<file path="src/rtl/bus_arb_mux.sv">
// Registered N-source bus mux: direct select or round-robin arbitration feeding a one-word
// valid/ready output stage. Define BUS_ARB_LOCK_EN to add lock_in (holds the round-robin grant).
module bus_arb_mux #(
    parameter int N_SRC  = 4,
    parameter int DATA_W = 16,
    localparam int SEL_W = $clog2(N_SRC)
) (
    input  logic                    clk,
    input  logic                    rst_n,
    input  logic                    mode_in,
    input  logic [SEL_W-1:0]        sel_in,
    input  logic [N_SRC-1:0]        req_in,
    input  logic [N_SRC*DATA_W-1:0] d_in,
    output logic [N_SRC-1:0]        gnt_out,
    output logic [DATA_W-1:0]       m_out,
    output logic [SEL_W-1:0]        src_out,
    output logic                    valid_out,
`ifdef BUS_ARB_LOCK_EN
    input  logic                    lock_in,
`endif
    input  logic                    ready_in
);

    logic [DATA_W-1:0] slices [N_SRC];
    logic [DATA_W-1:0] m_q;
    logic [SEL_W-1:0]  src_q;
    logic [SEL_W-1:0]  ptr_q;
    logic [SEL_W-1:0]  ptr_d;
    logic              valid_q;
    logic              canLoad;
    logic              lockActive;
    logic              grantFound;
    logic              rrAdvance;
    logic [SEL_W-1:0]  grantIdx;
    logic [SEL_W-1:0]  scanIdx;
    int                scanPos;

    for (genvar i = 0; i < N_SRC; i++) begin : g_slice
        assign slices[i] = d_in[i*DATA_W +: DATA_W];
    end

    assign canLoad = !valid_q || ready_in;

`ifdef BUS_ARB_LOCK_EN
    assign lockActive = lock_in;
`else
    assign lockActive = 1'b0;
`endif

    // Winner selection; the round-robin scan starts at ptr and wraps past N_SRC-1.
    always_comb begin
        grantFound = 1'b0;
        grantIdx   = '0;
        rrAdvance  = 1'b0;
        scanIdx    = '0;
        scanPos    = 0;
        if (rst_n && canLoad) begin
            if (!mode_in) begin
                if (int'(sel_in) < N_SRC && req_in[sel_in]) begin
                    grantFound = 1'b1;
                    grantIdx   = sel_in;
                end
            end else if (lockActive) begin
                grantFound = req_in[src_q];
                grantIdx   = src_q;
            end else begin
                for (int k = 0; k < N_SRC; k++) begin
                    scanPos = int'(ptr_q) + k;
                    if (scanPos >= N_SRC) begin
                        scanPos = scanPos - N_SRC;
                    end
                    scanIdx = SEL_W'(scanPos);
                    if (!grantFound && req_in[scanIdx]) begin
                        grantFound = 1'b1;
                        grantIdx   = scanIdx;
                    end
                end
                rrAdvance = grantFound;
            end
        end
    end

    always_comb begin
        gnt_out = '0;
        if (grantFound) begin
            gnt_out[grantIdx] = 1'b1;
        end
    end

    always_comb begin
        ptr_d = ptr_q;
        if (rrAdvance) begin
            ptr_d = (int'(grantIdx) == N_SRC - 1) ? '0 : grantIdx + 1'b1;
        end
    end

    // A new word may overwrite the held one on the same edge it is consumed.
    always_ff @(posedge clk or negedge rst_n) begin
        if (!rst_n) begin
            m_q     <= '0;
            src_q   <= '0;
            ptr_q   <= '0;
            valid_q <= 1'b0;
        end else begin
            ptr_q <= ptr_d;
            if (canLoad) begin
                valid_q <= grantFound;
                if (grantFound) begin
                    m_q   <= slices[grantIdx];
                    src_q <= grantIdx;
                end
            end
        end
    end

    assign m_out     = m_q;
    assign src_out   = src_q;
    assign valid_out = valid_q;

endmodule

</file>
<file path="config.mk">
export PLATFORM = sky130hd
export DESIGN_NAME = bus_arb_mux
export DESIGN_NICKNAME = d
export VERILOG_FILES = /design/src/rtl/bus_arb_mux.sv
export SDC_FILE = /design/constraint.sdc
export NUM_CORES = 1
export LEC_CHECK = 0
export BUFFER_PORTS_ARGS = -buffer_cell sky130_fd_sc_hd__buf_2
export CORE_ASPECT_RATIO = 1.4
export CORE_MARGIN = 4
export CORE_UTILIZATION = 46
export DETAILED_ROUTE_END_ITERATION = 12
export GPL_ROUTABILITY_DRIVEN = 0
export GPL_TIMING_DRIVEN = 0
export PLACE_DENSITY = 0.86
export SLEW_MARGIN = 15
export SYNTH_ARGS = -nofsm -noshare
export SYNTH_HDL_FRONTEND = slang
export SYNTH_SLANG_ARGS = --single-unit
</file>
<file path="constraint.sdc">
create_clock -name clk -period 4.1 [get_ports clk]
set_clock_uncertainty 0.2 [all_clocks]
set_input_delay 0.615 -clock clk [delete_from_list [all_inputs] [get_ports clk]]
set_output_delay 0.615 -clock clk [all_outputs]
set_load 0.01 [all_outputs]
</file>
==> Word-level counts from Yosys, hierarchy flattened <==
Cells that the tools add are included.
{ "classes": {"n_addsub": 8, "reduce_logical": 11, "n_eq_ne": 1, "bitwise": 1, "muxes": 51, "order_cmp": 12} }
{ "ops": {"columns": ["operator", "n"], "rows": [
  ["$mux W2", 20],
  ["$bmux W16 S2", 1],
  ["$mux W16", 2],
  ["$mux W1", 21],
  ["$lt A2 B3 Y1 const B", 6],
  ["$ge A3 B3 Y1 const B", 4],
  ["$bmux W1 S2", 5],
  ["$sub A2 B1 Y2 const B", 4],
  ["$add A2 B2 Y3 const B", 2],
  ["$logic_and A1 B1 Y1", 5],
  ["$logic_not A1 Y1", 4],
  ["$mux W4", 1],
  ["$add A2 B1 Y3 const B", 1],
  ["$ge A2 B3 Y1 const B", 1],
  ["$not A2 Y3", 1],
  ["$add A2 B1 Y2 const B", 1],
  ["$demux W1 S2", 1],
  ["$eq A2 B1 Y1 const B", 1],
  ["$ge A2 B1 Y1 const B", 1],
  ["$reduce_and A2 Y1", 1],
  ["$logic_or A1 B1 Y1", 1]
]} }
{ "totals": {"word_cells": 88, "out_inout_bits": 23, "register_bits": 21} }

==> Depth between registers and ports, before layout <==
Gate-level depths: netlist of run 1.
{ "logic_depth": {"depth_word": 29, "mapped_depth": 9} }

==> Least setup slack after synthesis of run 1 <==
OpenSTA, ideal clock, no wires.
{ "synth_timing": {"path_kind": "input -> output", "start": "input ready_in", "end": "output gnt_out[0]", "setup_slack_ns": 1.328, "t_required_ns": 3.285, "stages": 9, "t_arrival_ns": 1.957, "cell_sequence": "nand2b_2 > nand3_1 > a21o_1 > o21ai_2 > buf_6 > buf_4 > inv_1 > ha_1 > and2_1"} }
{ "synth_between": {"elab_chain_len": 8} }
{ "synth_lines": {"columns": ["element", "line_no", "rtl"], "rows": [
  ["start, declared", "21", "input logic ready_in"],
  ["$logic_or A1 B1 Y1 (*)", "42", "assign canLoad = !valid_q || ready_in;"],
  ["$logic_and A1 B1 Y1 (*)", "57", "if (rst_n && canLoad) begin"],
  ["$mux W2 (*)", "57", null],
  ["net grantIdx[0]", "34", "logic [SEL_W-1:0] grantIdx;"],
  ["$lt A2 B3 Y1 (implied by the code) or $ge A2 B1 Y1 (tied branches)", "86", "gnt_out[grantIdx] = 1'b1;"],
  ["$logic_and A1 B1 Y1 (implied by the code)", "86", null],
  ["$mux W1 (implied by the code)", "86", null],
  ["$demux W1 S2 (*)", "86", null],
  ["$mux W4 (*)", "85", "if (grantFound) begin"],
  ["end, declared", "14", "output logic [N_SRC-1:0] gnt_out,"]
]} }
Mark *: on every way through the listed nets, which the timed path passes. The rest lies on a longest branch.

==> Final worst setup path of run 1 <==
{ "layout_timing": {"start": "input rst_n", "end": "output gnt_out[0]"} }
{ "layout_between": {"elab_chain_len": 7} }
{ "layout_lines": {"columns": ["element", "line_no", "rtl"], "rows": [
  ["start, declared", "9", "input logic rst_n,"],
  ["$logic_and A1 B1 Y1 (*)", "57", null],
  ["$mux W2 (*)", "57", null],
  ["net grantIdx[0]", "34", null],
  ["$lt A2 B3 Y1 (implied by the code) or $ge A2 B1 Y1 (tied branches)", "86", null],
  ["$logic_and A1 B1 Y1 (implied by the code)", "86", null],
  ["$mux W1 (implied by the code)", "86", null],
  ["$demux W1 S2 (*)", "86", null],
  ["$mux W4 (*)", "85", null]
]} }
Marked as above.

==> flow_metrics.env, run 1 <==
export IMPL_status="complete, no violations"
export IMPL_seq_area_frac_synth_pct=34.3
export IMPL_period_share_pct=84.8
export IMPL_end_kind="output pin"
export IMPL_maxCapViolCount=0
export IMPL_numPortBuffers=96
export IMPL_synthMuxAreaShare_pct=23.7
export IMPL_rr_worst_depth=7
export IMPL_critPathLaunchType="primary input"
export IMPL_finalMaxSlewViolations=0
export IMPL_crit_required_ns=3.28
export IMPL_clock_root_buffer="clkbuf_8"
export IMPL_drive_above_1_share_pct=51.9
export IMPL_syn_area_mm2=0.00153
export IMPL_crit_end="gnt_out[0]"
export IMPL_syn_instance_count=143
export IMPL_max_slew_margin_rel_pct=65.6
export IMPL_antenna_found_initial=0
export IMPL_syn_avg_cell_area_um2=10.7
export IMPL_nFillCells=277
export IMPL_ys_top_cells_by_area="dfrtp_1 (34%), mux2i_1 (22%), a221oi_2 (8.8%), o221ai_1 (4.6%), nor2_1 (3.9%)"
export IMPL_wl_mm=4.26
export IMPL_switching_share_pct=36.3
export IMPL_hold_violations=0
export IMPL_synthToLayoutAreaGrowth_pct=37.5
export IMPL_rows=24
export IMPL_dr_pass1_iters=4
export IMPL_cts_resized_gates=0
export IMPL_yosysWarnings=0
export IMPL_yosys_area_share_simple_pct=14.8
export IMPL_p_leak_nw=1.03
export IMPL_vias=1534
export IMPL_final_seq_area_um2=526
export IMPL_synth_top_area_share_pct=34.3
export IMPL_drc_errors=0
export IMPL_multiInputGateArea_um2=935
export IMPL_rsz0062_at_grt="false"
export IMPL_grt_pass1_vias=1587
export IMPL_clkPwrFrac_pct=17.3
export IMPL_die_h_um=76.3
export IMPL_finish_net_count=322
export IMPL_synth_seq_cells=21
export IMPL_viasPerCell=5.44
export IMPL_die_x_um=56.8
export IMPL_clk_path_buf_depth=2
export IMPL_diodes=0
export IMPL_ir_worst_vdd_v=0.000257
export IMPL_drtIter0Drc=46
export IMPL_p_comb_share_pct=44.3
export IMPL_synth_flop_cell="dfrtp_1"
export IMPL_tightestPinTransition_ns=0.516
export IMPL_path_clk_slew_ns=0.08
export IMPL_drtAntennaViolNets=0
export IMPL_worstSetupStartpoint="rst_n"
export IMPL_die_area_mm2=0.00434
export IMPL_placed_area_mm2=0.00206
export IMPL_hold_class="primary input to async pin"
export IMPL_synth_edf_count=0
export IMPL_synth_compound_area_share_pct=19.1
export IMPL_synth_top_family_by_area="multiplexers"
export IMPL_hpwl_mm=3.51
export IMPL_ys_types=34
export IMPL_yosysTopAreaCell="dfrtp_1"
export IMPL_regToRegSetupSlack_ns=1.69
export IMPL_setup_viol=0
export IMPL_path_max_fanout=24
export IMPL_worstReg2RegEnd="ptr_q[1]"
export IMPL_cts_hold_buf=0
export IMPL_post_route_cell_area_mm2=0.00211
export IMPL_cts_tree="done"
export IMPL_post_cts_buffers=0
export IMPL_fmax_ghz=0.288
export IMPL_synth_most_common_cell="mux2i_1"
export IMPL_worst_setup_path_type="primary input to output pin"
export IMPL_gr_usage_all_layers_pct=19.4
export IMPL_clk_latency_ns=0.26
export IMPL_min_period_ns=3.47
export IMPL_grt_pass1_wl_mm=6.93
export IMPL_wl_per_cell_um=15.1
export IMPL_synth_nets=221
export IMPL_crit_arrival_ns=2.66
export IMPL_switching_power_mw=0.287
export IMPL_r2r_start="ptr_q[1]"
export IMPL_powerDensity_mw_per_mm2=375
export IMPL_synthArstFlopShare_pct=100
export IMPL_ctsHtreeMaxLevel=1
export IMPL_initial_core_util_pct=48.7
export IMPL_p_int_mw=0.504
export IMPL_cts_buffers=3
export IMPL_fin_setup_tns_ns=0
export IMPL_synth_xor_area_share_pct=0
export IMPL_core_mm2=0.00315
export IMPL_grt_overflow_total=0
export IMPL_cts_sinks=21
export IMPL_num_io_pins=97
export IMPL_synth_common_cells="mux2i_1 (33), dfrtp_1 (21), nor2_1 (16), nand2_1 (11), a221oi_2 (9)"
export IMPL_synthAdderAreaFrac_pct=3.26
export IMPL_grt_max_degree=25
export IMPL_pwr_share_seq_pct=38.4
## power groups by stage
| stage | registers, mW | clock network [mW] | logic [mW] |
|---|---|---|---|
| final | 0.304 | 0.137 | 0.351 |
| after global routing | 0.313 | 0.148 | 0.386 |
| after CTS | 0.305 | 0.139 | 0.356 |
| after detailed placement | 0.308 | 0 | 0.355 |
| after global placement | 0.308 | 0 | 0.342 |
| after floorplan | 0.335 | 0 | 0.186 |
## cell families (layout without fill, tap and decap cells)
group,Yosys count,in the layout
fa+ha+maj,4,4
simple gates,43,43
buf+inv,9,109
flops,21,21
mux,36,36
compound gates,30,30
## critical path, cell delays in order
cell and delay [ns]:
buf_2 0.42, nand3_1 0.18, a21o_1 0.27, o21ai_2 0.18, buf_6 0.18, buf_4 0.23, inv_1 0.10, ha_1 0.20
and2_1 0.13, buf_2 0.14
## cell usage in the layout (no fill, tap or decap), drive strengths merged
| cell type | count |
|---|---|
| inv | 2 |
| o21ai | 6 |
| ha | 4 |
| clkinv | 1 |
| a311oi | 1 |
| a21o | 1 |
| mux2i | 33 |
| nand3 | 2 |
| and2 | 4 |
| nor2 | 17 |
| nor2b | 2 |
| a221oi | 9 |
| clkbuf | 4 |
| buf | 102 |
| and4bb | 2 |
| nand2 | 12 |
| nand2b | 2 |
| and3b | 1 |
| o21a | 2 |
| a31o | 1 |
| o221ai | 8 |
| a21oi | 2 |
| mux2 | 3 |
| nand3b | 1 |
| dfrtp | 21 |
## routing by layer
metal	part of all wire (%)	vias to the layer above	GRT usage, %	routed length [um]
met1	35	713	20.3	1490
li1	-	736	-	-
met4	2.7	0	8.35	113
met5	0	-	0	0
met3	9.3	14	4.58	398
met2	53	71	35.9	2250
## layout make-up
type	instances	area share [%]
Multi-Input combinational cell	113	44.3
Sequential cell	21	24.9
Timing Repair Buffer	96	22.8
Buffer	7	3.14
Tap cell	39	2.31
Clock buffer	3	1.96
Inverter	2	0.356
Clock inverter	1	0.237
## how the worst min path moves through the flow
| stage | startpoint | end |
|---|---|---|
| after floorplan | rst_n | m_out[0] |
| after global placement | src_out[0] | src_out[0] |
| after detailed placement | m_out[8] | m_out[8] |
| after CTS | rst_n | m_out[1] |
| after global routing | rst_n | m_out[1] |
| final | rst_n | m_out[13] |
## registers in the layout, indices dropped and copies added, names as in the netlist
name	count
valid_out	1
ptr_q	2
m_out	16
src_out	2
## per-stage QoR
stage               hold slack [ns]  std cells  util [%]  power [mW]  setup WS (ns)
finish                        0.119        282      66.9       0.792          0.625
CTS                           0.128        282      66.9       0.800          0.583
floorplan                     0.119        143         -       0.521           1.33
global placement              0.255        278      65.4       0.650          0.670
detailed placement            0.273        278      65.4       0.663          0.616
global route                  0.153        282      66.9       0.847          0.424
Note: power is estimated with default switching activity, not from simulation.
==> run 2, diff against run 1 <==
--- a/config.mk
+++ b/config.mk
@@ -5,6 +5,7 @@
 export SDC_FILE = /design/constraint.sdc
 export NUM_CORES = 1
 export LEC_CHECK = 0
+export ABC_AREA = 1
 export BUFFER_PORTS_ARGS = -buffer_cell sky130_fd_sc_hd__buf_2
 export CORE_ASPECT_RATIO = 1.4
 export CORE_MARGIN = 4
@@ -12,7 +13,7 @@
 export DETAILED_ROUTE_END_ITERATION = 12
 export GPL_ROUTABILITY_DRIVEN = 0
 export GPL_TIMING_DRIVEN = 0
-export PLACE_DENSITY = 0.86
+export PLACE_DENSITY = 0.81
 export SLEW_MARGIN = 15
 export SYNTH_ARGS = -nofsm -noshare
 export SYNTH_HDL_FRONTEND = slang
==> constraint.sdc (replaced) <==
create_clock -name clk -period 3.5 [get_ports clk]
set_clock_uncertainty 0.2 [all_clocks]
set_input_delay 0.525 -clock clk [delete_from_list [all_inputs] [get_ports clk]]
set_output_delay 0.525 -clock clk [all_outputs]
set_load 0.01 [all_outputs]
==> flow_metrics.env, run 2 <==
export IMPL_cts_tree="done"
export IMPL_syn_avg_cell_area_um2=6.06
export IMPL_tightestPinTransition_ns=0.966
export IMPL_path_max_fanout=11
export IMPL_nFillCells=411
export IMPL_powerDensity_mw_per_mm2=619
export IMPL_final_common_cell="nand2_1"
export IMPL_clk_path_buf_depth=2
export IMPL_wl_per_cell_um=12.3
export IMPL_ys_types=23
export IMPL_rows=27
export IMPL_fmax_ghz=0.315
export IMPL_synth_flop_cell="dfrtp_1"
export IMPL_yosysWarnings=0
export IMPL_num_io_pins=97
export IMPL_synth_common_cells="nand2_1 (118), nand3_1 (46), inv_1 (42), nor2_1 (23), dfrtp_1 (21)"
export IMPL_ir_worst_vdd_v=0.000320
export IMPL_hold_class="primary input to flip-flop"
export IMPL_die_h_um=84.0
export IMPL_synth_top_area_share_pct=27.7
export IMPL_hpwl_mm=4.43
export IMPL_multiInputGateArea_mm2=0.00110
export IMPL_synthToLayoutAreaGrowth_pct=31.3
export IMPL_finalMaxSlewViolations=0
export IMPL_synthArstFlopShare_pct=100
export IMPL_grt_max_degree=22
export IMPL_finish_net_count=493
export IMPL_grt_overflow_total=0
export IMPL_switching_share_pct=47.1
export IMPL_vias=2218
export IMPL_r2r_start="ptr_q[0]"
export IMPL_grt_pass1_vias=2169
export IMPL_yosysTopAreaCell="dfrtp_1"
export IMPL_numPortBuffers=96
export IMPL_dp_cells=452
export IMPL_ctsHtreeMaxLevel=1
export IMPL_clock_root_buffer="clkbuf_8"
export IMPL_fin_setup_tns_ns=0
export IMPL_regToRegSetupSlack_ns=1.05
export IMPL_clk_latency_ns=0.26
export IMPL_diodes=0
export IMPL_pwr_share_seq_pct=27.4
export IMPL_initial_core_util_pct=48.0
export IMPL_cts_buffers=3
export IMPL_drtIter0Drc=94
export IMPL_final_cell_mix="nand2_1 (118), buf_2 (97), nand3_1 (46)"
export IMPL_period_share_pct=90.7
export IMPL_maxCapViolCount=0
export IMPL_drive_above_1_share_pct=30.4
export IMPL_max_slew_margin_rel_pct=35.4
export IMPL_core_mm2=0.00395
export IMPL_drtAntennaViolNets=0
export IMPL_hold_violations=0
export IMPL_drc_errors=0
export IMPL_antenna_found_initial=0
export IMPL_holdCritStartpoint="ready_in"
export IMPL_seq_area_frac_synth_pct=27.7
export IMPL_synth_edf_count=0
export IMPL_worst_setup_path_type="flip-flop to output pin"
export IMPL_syn_area_mm2=0.00190
export IMPL_rsz0062_at_grt="false"
export IMPL_syn_instance_count=313
export IMPL_setup_viol=0
export IMPL_p_comb_share_pct=62.1
export IMPL_min_period_ns=3.17
export IMPL_final_cells=457
export IMPL_p_leak_nw=1.51
export IMPL_grt_pass1_wl_mm=9.52
export IMPL_synth_nets=391
export IMPL_p_int_mw=0.815
export IMPL_ys_top_cells_by_area="dfrtp_1 (28%), nand2_1 (23%), nand3_1 (12%), inv_1 (8.3%), nor2_1 (4.6%)"
export IMPL_synth_most_common_cell="nand2_1"
export IMPL_viasPerCell=4.85
export IMPL_crit_arrival_ns=2.45
export IMPL_dr_pass1_iters=4
export IMPL_end_kind="output pin"
export IMPL_crit_required_ns=2.77
export IMPL_final_seq_area_um2=526
export IMPL_largest_register_ffs=16
export IMPL_gr_usage_all_layers_pct=21.5
export IMPL_cts_sinks=21
export IMPL_switching_power_mw=0.726
export IMPL_die_x_um=62.3
export IMPL_path_clk_slew_ns=0.07
export IMPL_wl_mm=5.64
export IMPL_worstSetupStartpoint="ptr_q[0]"
export IMPL_critPathLaunchType="flip-flop"
export IMPL_clkPwrFrac_pct=10.6
export IMPL_status="complete, no violations"
export IMPL_die_area_mm2=0.00523
export IMPL_synth_seq_cells=21
-- run 2: cell types whose count changed after synthesis, sizes merged, moves of 3 or more --
cell,change
a221oi,-9
and2,-4
buf,+4
inv,+44
mux2,-3
mux2i,-33
nand2,+111
nand3,+45
nand3b,+6
nor2,+11
o21ai,+8
o221ai,-8
or2,+9
-- run 2: routing by layer --
| layer | global-route usage [%] | up-vias | wire [um] |
|---|---|---|---|
| li1 | - | 1162 | - |
| met1 | 25.1 | 974 | 2250 |
| met2 | 39.4 | 71 | 2930 |
| met3 | 2.29 | 11 | 300 |
| met4 | 8.11 | 0 | 153 |
| met5 | 0 | - | 0 |
-- run 2: cells by family (layout without fill, tap and decap cells) --
kind of cell / count (synthesis) / count (layout) / share of synthesized area, %
buf+inv: 58 / 159 / 14.3
simple gates: 214 / 214 / 50.4
compound gates: 16 / 16 / 4.95
flops: 21 / 21 / 27.7
fa+ha+maj: 4 / 4 / 2.64
-- run 2: worst paths after layout --
check / endpoint / cells past startpoint
min in group asynchronous: m_out[10] / 2
worst max-delay path: gnt_out[2] / 15
worst max register to register: ptr_q[1] / 14
worst min register to register: src_out[1] / 2
max in group asynchronous: ptr_q[1] / 2
worst min-delay path: valid_out / 2
-- run 2: cell type report --
| class | instances | share of cell area (%) |
|---|---|---|
| Buffer | 12 | 3.87 |
| Clock buffer | 3 | 1.66 |
| Clock inverter | 1 | 0.201 |
| Inverter | 46 | 7.04 |
| Multi-Input combinational cell | 234 | 44.2 |
| Sequential cell | 21 | 21.1 |
| Tap cell | 43 | 2.16 |
| Timing Repair Buffer | 97 | 19.8 |
-- run 2: repair_timing --
action	CTS	global route
hold endpoints to repair	21	0
setup buffers	0	0
hold buffers	1	0
setup endpoints to repair	2	0
gates resized for setup	1	0
-- run 2: power by group through the flow --
stage / clock [mW] / sequential (mW) / combinational (mW)
2_1_floorplan: 0 / 0.475 / 0.605
3_3_place_gp: 0 / 0.420 / 0.935
3_5_place_dp: 0 / 0.425 / 0.959
5_1_grt: 0.175 / 0.438 / 1.09
6_report: 0.163 / 0.422 / 0.956
4_1_cts: 0.166 / 0.420 / 0.967
-- run 2: worst max-delay path, cell delays in order (launching register included) --
cell and delay [ns]:
dfrtp_1 0.40, buf_6 0.15, nand2_1 0.08, nand2_1 0.06, o21ai_1 0.19, inv_1 0.11, nand3_1 0.09, nand2_1 0.05
inv_1 0.05, nand2_1 0.04, nand2_1 0.19, buf_2 0.31, ha_1 0.19, inv_1 0.04, nor2_1 0.10, buf_2 0.14
-- run 2: stage by stage --
stage	area, um2	hold WS (ns)	setup WS [ns]	power, mW	util [%]
global placement	2430	0.257	-0.0842	1.35	61.5
global route	2490	0.265	0.0805	1.70	63.0
detailed placement	2430	0.261	-0.0476	1.38	61.5
CTS	2490	0.252	0.322	1.55	63.0
finish	2490	0.258	0.326	1.54	63.0
floorplan	1900	0.0294	0.846	1.08	-
